### src/rtl/argmax_pkg.sv
// Shared types, constants and the round-robin picker for the argmax arbiter.
package argmax_pkg;

    typedef enum logic [1:0] {ST_IDLE, ST_BUSY, ST_RESULT} argmax_state_t;

    localparam int NUM_CLASSES = 10;
    localparam int IDX_W       = 4;
    localparam int ARGMAX_LAT  = 4;
    localparam int MAX_REQ     = 16;

    // Returns {found, idx}: first valid at or after ptr, wrapping modulo n.
    function automatic logic [IDX_W:0] rr_pick(input logic [MAX_REQ-1:0] valid,
                                                input logic [IDX_W-1:0]   ptr,
                                                input int                 n);
        logic             found;
        logic [IDX_W-1:0] idx;
        found = 1'b0;
        idx   = '0;
        for (int i = 0; i < MAX_REQ; i++) begin
            int j;
            j = (int'(ptr) + i) % n;
            if (i < n && !found && valid[j]) begin
                found = 1'b1;
                idx   = IDX_W'(j);
            end
        end
        return {found, idx};
    endfunction

endpackage

### src/rtl/max_idx10.sv
// Pipelined argmax over 10 signed scores; idx/done appear 5 cycles after start.
// Synchronous reset clears only the control bits; idx is held until the next job.
module max_idx10
    import argmax_pkg::*;
#(
    parameter int WIDTH = 8
) (
    input  logic                                   clk,
    input  logic                                   reset,
    input  logic                                   start,
    input  logic [NUM_CLASSES-1:0][WIDTH-1:0]      inputs,
    output logic [IDX_W-1:0]                       idx,
    output logic                                   done
);

    localparam int STAGES = ARGMAX_LAT - 1;

    logic [STAGES:0]                  vld_pipe;
    logic [NUM_CLASSES-1:0][WIDTH-1:0] s0_v;
    logic [4:0][WIDTH-1:0]            s1_v;
    logic [4:0][IDX_W-1:0]            s1_i;
    logic [2:0][WIDTH-1:0]            s2_v;
    logic [2:0][IDX_W-1:0]            s2_i;
    logic [1:0][WIDTH-1:0]            s3_v;
    logic [1:0][IDX_W-1:0]            s3_i;

    always_ff @(posedge clk) begin
        if (reset) begin
            vld_pipe <= '0;
            done     <= 1'b0;
        end else begin
            vld_pipe <= {vld_pipe[STAGES-1:0], start};
            if (start)
                done <= 1'b0;
            else if (vld_pipe[STAGES])
                done <= 1'b1;
        end
    end

    // Left operand always carries the lower index, so >= makes ties go low.
    always_ff @(posedge clk) begin
        s0_v <= inputs;
        for (int i = 0; i < 5; i++) begin
            if ($signed(s0_v[2*i]) >= $signed(s0_v[2*i+1])) begin
                s1_v[i] <= s0_v[2*i];
                s1_i[i] <= IDX_W'(2*i);
            end else begin
                s1_v[i] <= s0_v[2*i+1];
                s1_i[i] <= IDX_W'(2*i+1);
            end
        end
        for (int i = 0; i < 2; i++) begin
            if ($signed(s1_v[2*i]) >= $signed(s1_v[2*i+1])) begin
                s2_v[i] <= s1_v[2*i];
                s2_i[i] <= s1_i[2*i];
            end else begin
                s2_v[i] <= s1_v[2*i+1];
                s2_i[i] <= s1_i[2*i+1];
            end
        end
        s2_v[2] <= s1_v[4];
        s2_i[2] <= s1_i[4];
        if ($signed(s2_v[0]) >= $signed(s2_v[1])) begin
            s3_v[0] <= s2_v[0];
            s3_i[0] <= s2_i[0];
        end else begin
            s3_v[0] <= s2_v[1];
            s3_i[0] <= s2_i[1];
        end
        s3_v[1] <= s2_v[2];
        s3_i[1] <= s2_i[2];
        if (vld_pipe[STAGES])
            idx <= ($signed(s3_v[0]) >= $signed(s3_v[1])) ? s3_i[0] : s3_i[1];
    end

endmodule

### src/rtl/argmax_arbiter.sv
// Round-robin scheduler sharing one max_idx10 unit between NUM_REQ requesters,
// one job in flight, result returned with its requester id.
module argmax_arbiter
    import argmax_pkg::*;
#(
    parameter  int WIDTH   = 8,
    parameter  int NUM_REQ = 4,
    localparam int ID_W    = $clog2(NUM_REQ)
) (
    input  logic                                            clk,
    input  logic                                            reset,
    input  logic [NUM_REQ-1:0]                              req_valid,
    input  logic [NUM_REQ-1:0][NUM_CLASSES-1:0][WIDTH-1:0]  req_data,
    output logic [NUM_REQ-1:0]                              req_ready,
    output logic                                            res_valid,
    input  logic                                            res_ready,
    output logic [IDX_W-1:0]                                res_idx,
    output logic [ID_W-1:0]                                 res_id,
    output logic                                            busy,
    output logic                                            err
);

    argmax_state_t    state;
    logic [ID_W-1:0]  rr_ptr;
    logic [1:0]       cnt;
    logic             entry;
    logic [IDX_W:0]   pick;
    logic [ID_W-1:0]  g;
    logic [ID_W-1:0]  g_next;
    logic             grant;
    logic [IDX_W-1:0] unit_idx;
    logic             unit_done;

    assign pick   = rr_pick(MAX_REQ'(req_valid), IDX_W'(rr_ptr), NUM_REQ);
    assign g      = ID_W'(pick[IDX_W-1:0]);
    assign g_next = ID_W'((int'(g) + 1) % NUM_REQ);
    // Gated by reset so req_ready reads 0 while reset is asserted.
    assign grant  = (state == ST_IDLE) && pick[IDX_W] && !reset;

    assign req_ready = grant ? (NUM_REQ'(1) << g) : '0;
    assign res_valid = (state == ST_RESULT);
    assign res_idx   = res_valid ? unit_idx : '0;
    assign busy      = (state != ST_IDLE);

    max_idx10 #(.WIDTH(WIDTH)) u_max (
        .clk    (clk),
        .reset  (reset),
        .start  (grant),
        .inputs (req_data[g]),
        .idx    (unit_idx),
        .done   (unit_done)
    );

    always_ff @(posedge clk or posedge reset) begin
        if (reset) begin
            state  <= ST_IDLE;
            rr_ptr <= '0;
            res_id <= '0;
            cnt    <= '0;
            entry  <= 1'b0;
            err    <= 1'b0;
        end else begin
            case (state)
                ST_IDLE: begin
                    if (grant) begin
                        res_id <= g;
                        rr_ptr <= g_next;
                        cnt    <= '0;
                        state  <= ST_BUSY;
                    end
                end
                ST_BUSY: begin
                    cnt <= cnt + 2'd1;
                    if (cnt == 2'(ARGMAX_LAT - 1)) begin
                        entry <= 1'b1;
                        state <= ST_RESULT;
                    end
                end
                ST_RESULT: begin
                    entry <= 1'b0;
                    if (entry && !unit_done)
                        err <= 1'b1;
                    if (res_ready)
                        state <= ST_IDLE;
                end
                default: state <= ST_IDLE;
            endcase
        end
    end

endmodule

### config.mk
export PLATFORM = sky130hd
export DESIGN_NAME = argmax_arbiter
export DESIGN_NICKNAME = d
export VERILOG_FILES = /design/src/rtl/argmax_pkg.sv /design/src/rtl/max_idx10.sv /design/src/rtl/argmax_arbiter.sv
export SDC_FILE = /design/constraint.sdc
export NUM_CORES = 1
export LEC_CHECK = 0
export ABC_AREA = 1
export BUFFER_PORTS_ARGS = -buffer_cell sky130_fd_sc_hd__buf_4
export CAP_MARGIN = 5
export CORE_MARGIN = 5
export CORE_UTILIZATION = 45
export CTS_CLUSTER_SIZE = 20
export DETAILED_ROUTE_END_ITERATION = 8
export MAX_ROUTING_LAYER = met4
export PLACE_DENSITY = 0.66
export SYNTH_ARGS = -nofsm -noshare
export SYNTH_HDL_FRONTEND = slang
export SYNTH_HIERARCHICAL = 1
export SYNTH_SLANG_ARGS = --single-unit
export TNS_END_PERCENT = 1
### constraint.sdc
create_clock -name clk -period 3.4 [get_ports clk]
set_input_delay 0.85 -clock clk [delete_from_list [all_inputs] [get_ports clk]]
set_output_delay 0.85 -clock clk [all_outputs]
set_load 0.005 [all_outputs]
Word level (Yosys, flattened, before mapping). Index checks and enable logic that the tools add are counted.

Register bits after elaboration: 211. Bits of input ports: 327. Output and inout bits: 13. Word-level logic and storage cells: 140.

Add/sub/neg operators: 5. Order comparisons: 14. Equal/unequal tests: 6. Shifts and indexed selects: 1. Multiplexer cells: 48. Bitwise logic cells: 3. Reduce and logical (&&, ||, !) cells: 24.

Operators by type and width (count): $bmux W80 S2 (1); $mux W80 (1); $ge A8 B8 Y1 (9); $mux W8 (8); $lt A3 B6 Y1 const B (3); $mux W2 (9); $mux W1 (17); $mux W4 (4); $bmux W1 S3 (3); $reduce_and A2 Y1 (4); $reduce_or A2 Y1 (4); $add A2 B1 Y2 const B (3); $logic_and A1 B1 Y1 (6); $pmux W2 S3 (1); $reduce_bool A2 Y1 (3); $logic_not A1 Y1 (5); $lt A2 B5 Y1 const B (1); $add A2 B2 Y2 const B (2); $eq A2 B2 Y1 const B (2); $ne A2 B2 Y1 const B (2); $pmux W2 S2 (1); $shl A1 B2 Y4 const A (1); $and A1 B1 Y1 const A (3); $lt A2 B3 Y1 const B (1); 7 further kinds (7).

Depth between registers and ports, before layout.
Word-level depth: 18. Mapped depth: 16. Mapped depth without buffers: 13.

Modules after synthesis. Netlist, hierarchy kept.

By module, submodules not included: max_idx10 (times used 1, cells each 772, area an instance 7126.8 um2, seq. area each 3703.6 um2); argmax_arbiter (times used 1, cells each 1094, area an instance 5218.8 um2, seq. area each 250.2 um2).

Worst setup path after synthesis. No wires, ideal clock.

Path type: input to output. Start point: input req_valid[3]. End point: output req_ready[1]. Arrival time: 2.174 ns. Required time: 2.550 ns. Setup slack: 0.376 ns. Stages: 13. Path buffers: 2. Path through: inv_1 > nand2_1 > nand3_1 > nand2_1 > nor2_4 > nand3_2 > nand3_2 > buf_6 > buf_6 > inv_1 > ha_1 > inv_1 > nor2_1.

Elaborated cells on any way between the ends: 29. Classes of those cells: shift: 1; mux: 20; reduce/logical: 8.

RTL lines: start: declaration (RTL line argmax_arbiter.sv:12) `input logic [NUM_REQ-1:0] req_valid,`; $bmux W1 S2 (RTL line argmax_pkg.sv:22) `if (i < n && !found && valid[j]) begin`; $mux W1 (implied by the code) (RTL line argmax_pkg.sv:22); $mux W1 (RTL line argmax_pkg.sv:22); $logic_not A1 Y1 (RTL line argmax_pkg.sv:22); $logic_and A1 B1 Y1 (RTL line argmax_pkg.sv:22); $mux W1 (RTL line argmax_pkg.sv:22); $logic_not A1 Y1 (RTL line argmax_pkg.sv:22); $logic_and A1 B1 Y1 (RTL line argmax_pkg.sv:22); $mux W1 (RTL line argmax_pkg.sv:22); $logic_not A1 Y1 (RTL line argmax_pkg.sv:22); $logic_and A1 B1 Y1 (RTL line argmax_pkg.sv:22); $mux W2 * (RTL line argmax_pkg.sv:22); via g[0] (RTL line argmax_arbiter.sv:28) `logic [ID_W-1:0] g;`; $shl A1 B2 Y4 * (RTL line argmax_arbiter.sv:40) `assign req_ready = grant ? (NUM_REQ'(1) << g) : '0;`; $mux W4 * (RTL line argmax_arbiter.sv:40); end: declaration (RTL line argmax_arbiter.sv:14) `output logic [NUM_REQ-1:0] req_ready,`.

The timed path passes the listed nets; every way through them passes the cells marked *. The select of a mux whose other input is x is not followed.

Worst setup path after layout.
Start point: register rr_ptr[0]. End point: output req_ready[1].

Elaborated cells on any way between the ends: 38. Classes of those cells: add/sub: 3; shift: 1; mux: 20; bitwise: 3; reduce/logical: 11.

RTL lines: start: declaration (RTL line argmax_arbiter.sv:24) `logic [ID_W-1:0] rr_ptr;`; start signal: assignment (RTL line argmax_arbiter.sv:67) `rr_ptr <= g_next;`; $add A2 B1 Y2 (RTL line argmax_pkg.sv:21) `j = (int'(ptr) + i) % n;`; $reduce_or A2 Y1 (no source line); $and A1 B1 Y1 (no source line); $bmux W1 S3 (RTL line argmax_pkg.sv:22); $mux W1 (implied by the code) (2 in series) (RTL line argmax_pkg.sv:22); $logic_and A1 B1 Y1 (RTL line argmax_pkg.sv:22); $mux W1 (RTL line argmax_pkg.sv:22); $logic_not A1 Y1 (RTL line argmax_pkg.sv:22); $logic_and A1 B1 Y1 (RTL line argmax_pkg.sv:22); $mux W1 (RTL line argmax_pkg.sv:22); $logic_not A1 Y1 (RTL line argmax_pkg.sv:22); $logic_and A1 B1 Y1 (RTL line argmax_pkg.sv:22); $mux W2 * (RTL line argmax_pkg.sv:22); via g[0] (RTL line argmax_arbiter.sv:28); $shl A1 B2 Y4 * (RTL line argmax_arbiter.sv:40); $mux W4 * (RTL line argmax_arbiter.sv:40).

Marks and branches as above.

==> summary.txt <==
Outcome
  – Run status: finished clean

Setup path
  – CP peak stage delay: 510 ps
  – Worst Path Max Fanout: 10
  – CP Data Required Time: 2550 ps
  – Crit-path slowest cell: dfrtp_2
  – Setup CP Type: reg -> out
  – Arrival time at the worst endpoint: 2340 ps
  – Critical path, cell by cell: inv_4, nand2_1, nand3_1, nand2_1, nor2_4, nand3_4, nand3_4, inv_1, ha_1, inv_1, nor2_1, buf_4
  – Worst setup EP type: primary output
  – Crit path launch type: register

Routing
  – Routed vias: 12383
  – Number of vias per cell: 4.96
  – TritonRoute pass-1 iters: 5
  – WL per Instance: 13.7 um
  – DRC viols: 0
  – Iter 0 DRT Violations: 589
  – Routed Antenna Nets: 0
  – WL final: 34300 um

Floorplanning
  – Row count: 60
  – Core area: 27000 um2
  – Die ar.: 30800 um2
  – Width of the chip: 176 um
  – Starting Density: 0.458
  – IO Count: 340
  – Die height: 176 um

Placed design
  – GP Congestion: 0.881
  – DP Wirelength: 26100 um
  – Port Buf Inserts: 339
  – Inst Count DP: 2466

Timing
  – Clock skew after layout: 9.15 ps
  – Final hold violation count: 0
  – Tcrit/Tclk final: 0.939
  – FMAX: 313 MHz
  – Final hold slack: 322 ps
  – RSZ-0062 raised after global routing: false
  – Setup TNS: 0 ps
  – Slew of the pin with the lowest slew margin: 937 ps
  – Slew Limit Fails: 0
  – Min Tclk post-route: 3190 ps
  – Final Setup Violations: 0
  – Worst relative slew slack: 0.375

Global routing
  – Vias in the first global route: 11778
  – Largest net degree at the start of global routing: 161
  – Global-route wire length before repair: 55800 um
  – Total gr overflow: 0
  – Total Routing Usage GR: 0.221
  – Initial antenna violation count: 0

Finish
  – Share of post-route cells with drive strength above 1: 0.202
  – Most frequent cells in the layout: nand2_1, inv_1, buf_4
  – Area Overhead vs Synth: 25.9%
  – Fin nets: 2548
  – Antenna cells: 0
  – Commonest non-fill, non-tap cell in the layout: nand2_1
  – Final Non-Filler Cells: 2497

CTS
  – Post-CTS Setup Inserts: 0
  – Clock Latency Late Sink: 420 ps
  – CTS tree: built
  – Clk root buf: clkbuf_16
  – Hold_buf cts: 0
  – CTS max path bufs: 2
  – Clk sink count: 193
  – Reg clk slew, reported paths: 70 ps
  – Total CTS buffers: 17
  – H-Tree Depth: 4

Pwr
  – Pwr dens: 1230 nW/um2
  – Sequential share of power: 0.232
  – Switching share of power: 0.516
  – Peak VDD IR: 1.60 mV
  – Share of total power in the clock network: 0.108
  – Net Switching: 9.85 mW
  – Pint: 9.25 mW
  – Combinational share of power: 0.660
  – Leakage dissipation: 9.37 nW

Synth
  – Syn_nets: 2270
  – YS warnings: 6
  – Unique masters post-synth: 30
  – Sequential share of the synthesized area: 0.320
  – Synthesized instance count: 1866
  – Synth Area per Inst: 6.62 um2
  – Yosys reg bits: 193
  – Most area-hungry cell type in the Yosys netlist: dfxtp_1
  – Dominant cells by area after synthesis: dfxtp_1, nand2_1, inv_1
  – Post-synthesis cell area: 12300 um2
  – Top-area cell type share of the netlist area: 0.290

Hold path
  – Min-Delay Path Class: reg -> reg

Run
  – Max-cap viol count: 0
## power groups by stage
stage	logic [mW]	registers (mW)	clock network, mW
after CTS	12.7	4.44	2.12
after global placement	12.4	4.48	0
after detailed placement	12.6	4.48	0
final	12.6	4.44	2.07
after floorplan	10.3	4.15	0
after global routing	14.5	4.56	2.22
## logic make-up (layout without fill, tap and decap cells)
kind of cell,Yosys count,count (layout),synth area share
and+or+nand+nor,992,992,0.395
buffers and inverters,567,857,0.189
DFF,193,193,0.320
adders and majority gates,77,77,0.0780
AOI/OAI and AO/OA,37,37,0.0177
## cell type report
cell class,count,area [um2]
inverter,475,1790
multi-input combinational,1106,6090
fill,2602,11400
clock inverter,11,153
clock buffer,20,467
tap,341,427
sequential,193,3960
timing repair buffer,351,2660
## sequential cells by signal, indices dropped and copies added, names as in the netlist
name,count
u_max/idx,4
u_max/s1_i,5
u_max/s3_i,4
u_max/s0_v,80
u_max/s3_v,16
u_max/s2_v,24
res_id,2
rr_ptr,2
u_max/s1_v,40
u_max/done,1
state,2
u_max/vld_pipe,4
u_max/s2_i,5
entry,1
cnt,2
err,1
## metrics by stage
step	power [mW]	cell area [um2]	setup WS, ps	utilization
after floorplan	14.5	12300	376	-
after global placement	16.9	14900	310	0.554
after detailed placement	17.1	14900	270	0.554
after CTS	19.3	15500	47.6	0.577
after global routing	21.2	15500	9.30	0.577
final	19.1	15500	209	0.577
## cells in the mapped netlist
| master | instances |
|---|---|
| clkbuf_1 | 19 |
| inv_2 | 4 |
| buf_4 | 4 |
| a21o_2 | 1 |
| buf_6 | 16 |
| o21ai_1 | 1 |
| a21oi_1 | 17 |
| nand3_4 | 9 |
| nor2_4 | 5 |
| o21ai_0 | 7 |
| nor3_1 | 1 |
| o31ai_1 | 1 |
| nor2_1 | 39 |
| inv_4 | 1 |
| nand2_1 | 504 |
| edfxtp_1 | 4 |
| ha_1 | 77 |
| a21oi_2 | 2 |
| nand4_1 | 231 |
| inv_1 | 470 |
| buf_2 | 53 |
| nand2_4 | 6 |
| dfxtp_1 | 179 |
| nand4_2 | 5 |
| nand2_2 | 9 |
| dfrtp_1 | 10 |
| nand3_2 | 8 |
| nand3_1 | 173 |
| a21o_1 | 8 |
| nand4_4 | 2 |
## final timing paths
check	startpoint	endpoint	slack, ps	cells past startpoint
min in group asynchronous	reset	err	480	2
max reg2reg	rr_ptr[0]	u_max/s0_v[52]	800	12
max in group asynchronous	reset	rr_ptr[0]	2580	2
min reg2reg	u_max/s2_v[16]	u_max/s3_v[8]	320	0
max	rr_ptr[0]	req_ready[1]	210	12
min	u_max/s2_v[16]	u_max/s3_v[8]	320	0
## metal layers
layer / global-route usage / vias up / part of all wire
li1: - / 6405 / -
met1: 0.277 / 5603 / 0.44
met2: 0.380 / 338 / 0.50
met3: 0.0256 / 37 / 0.042
met4: 0.0549 / 0 / 0.017
met5: - / - / 0
## critical path: cells and delay by family, from the launching register on
kind          cells  cell delay, ps
flops             1             510
fa+ha+maj         1             200
simple gates      7             800
buf+inv           4             410
## repair_timing
item                                    in CTS  in global routing
endpoints found under the setup margin       0                  4
gates resized for setup                      0                  1
endpoints found under the hold margin        0                  0
Note: power is estimated with default switching activity, not from simulation.
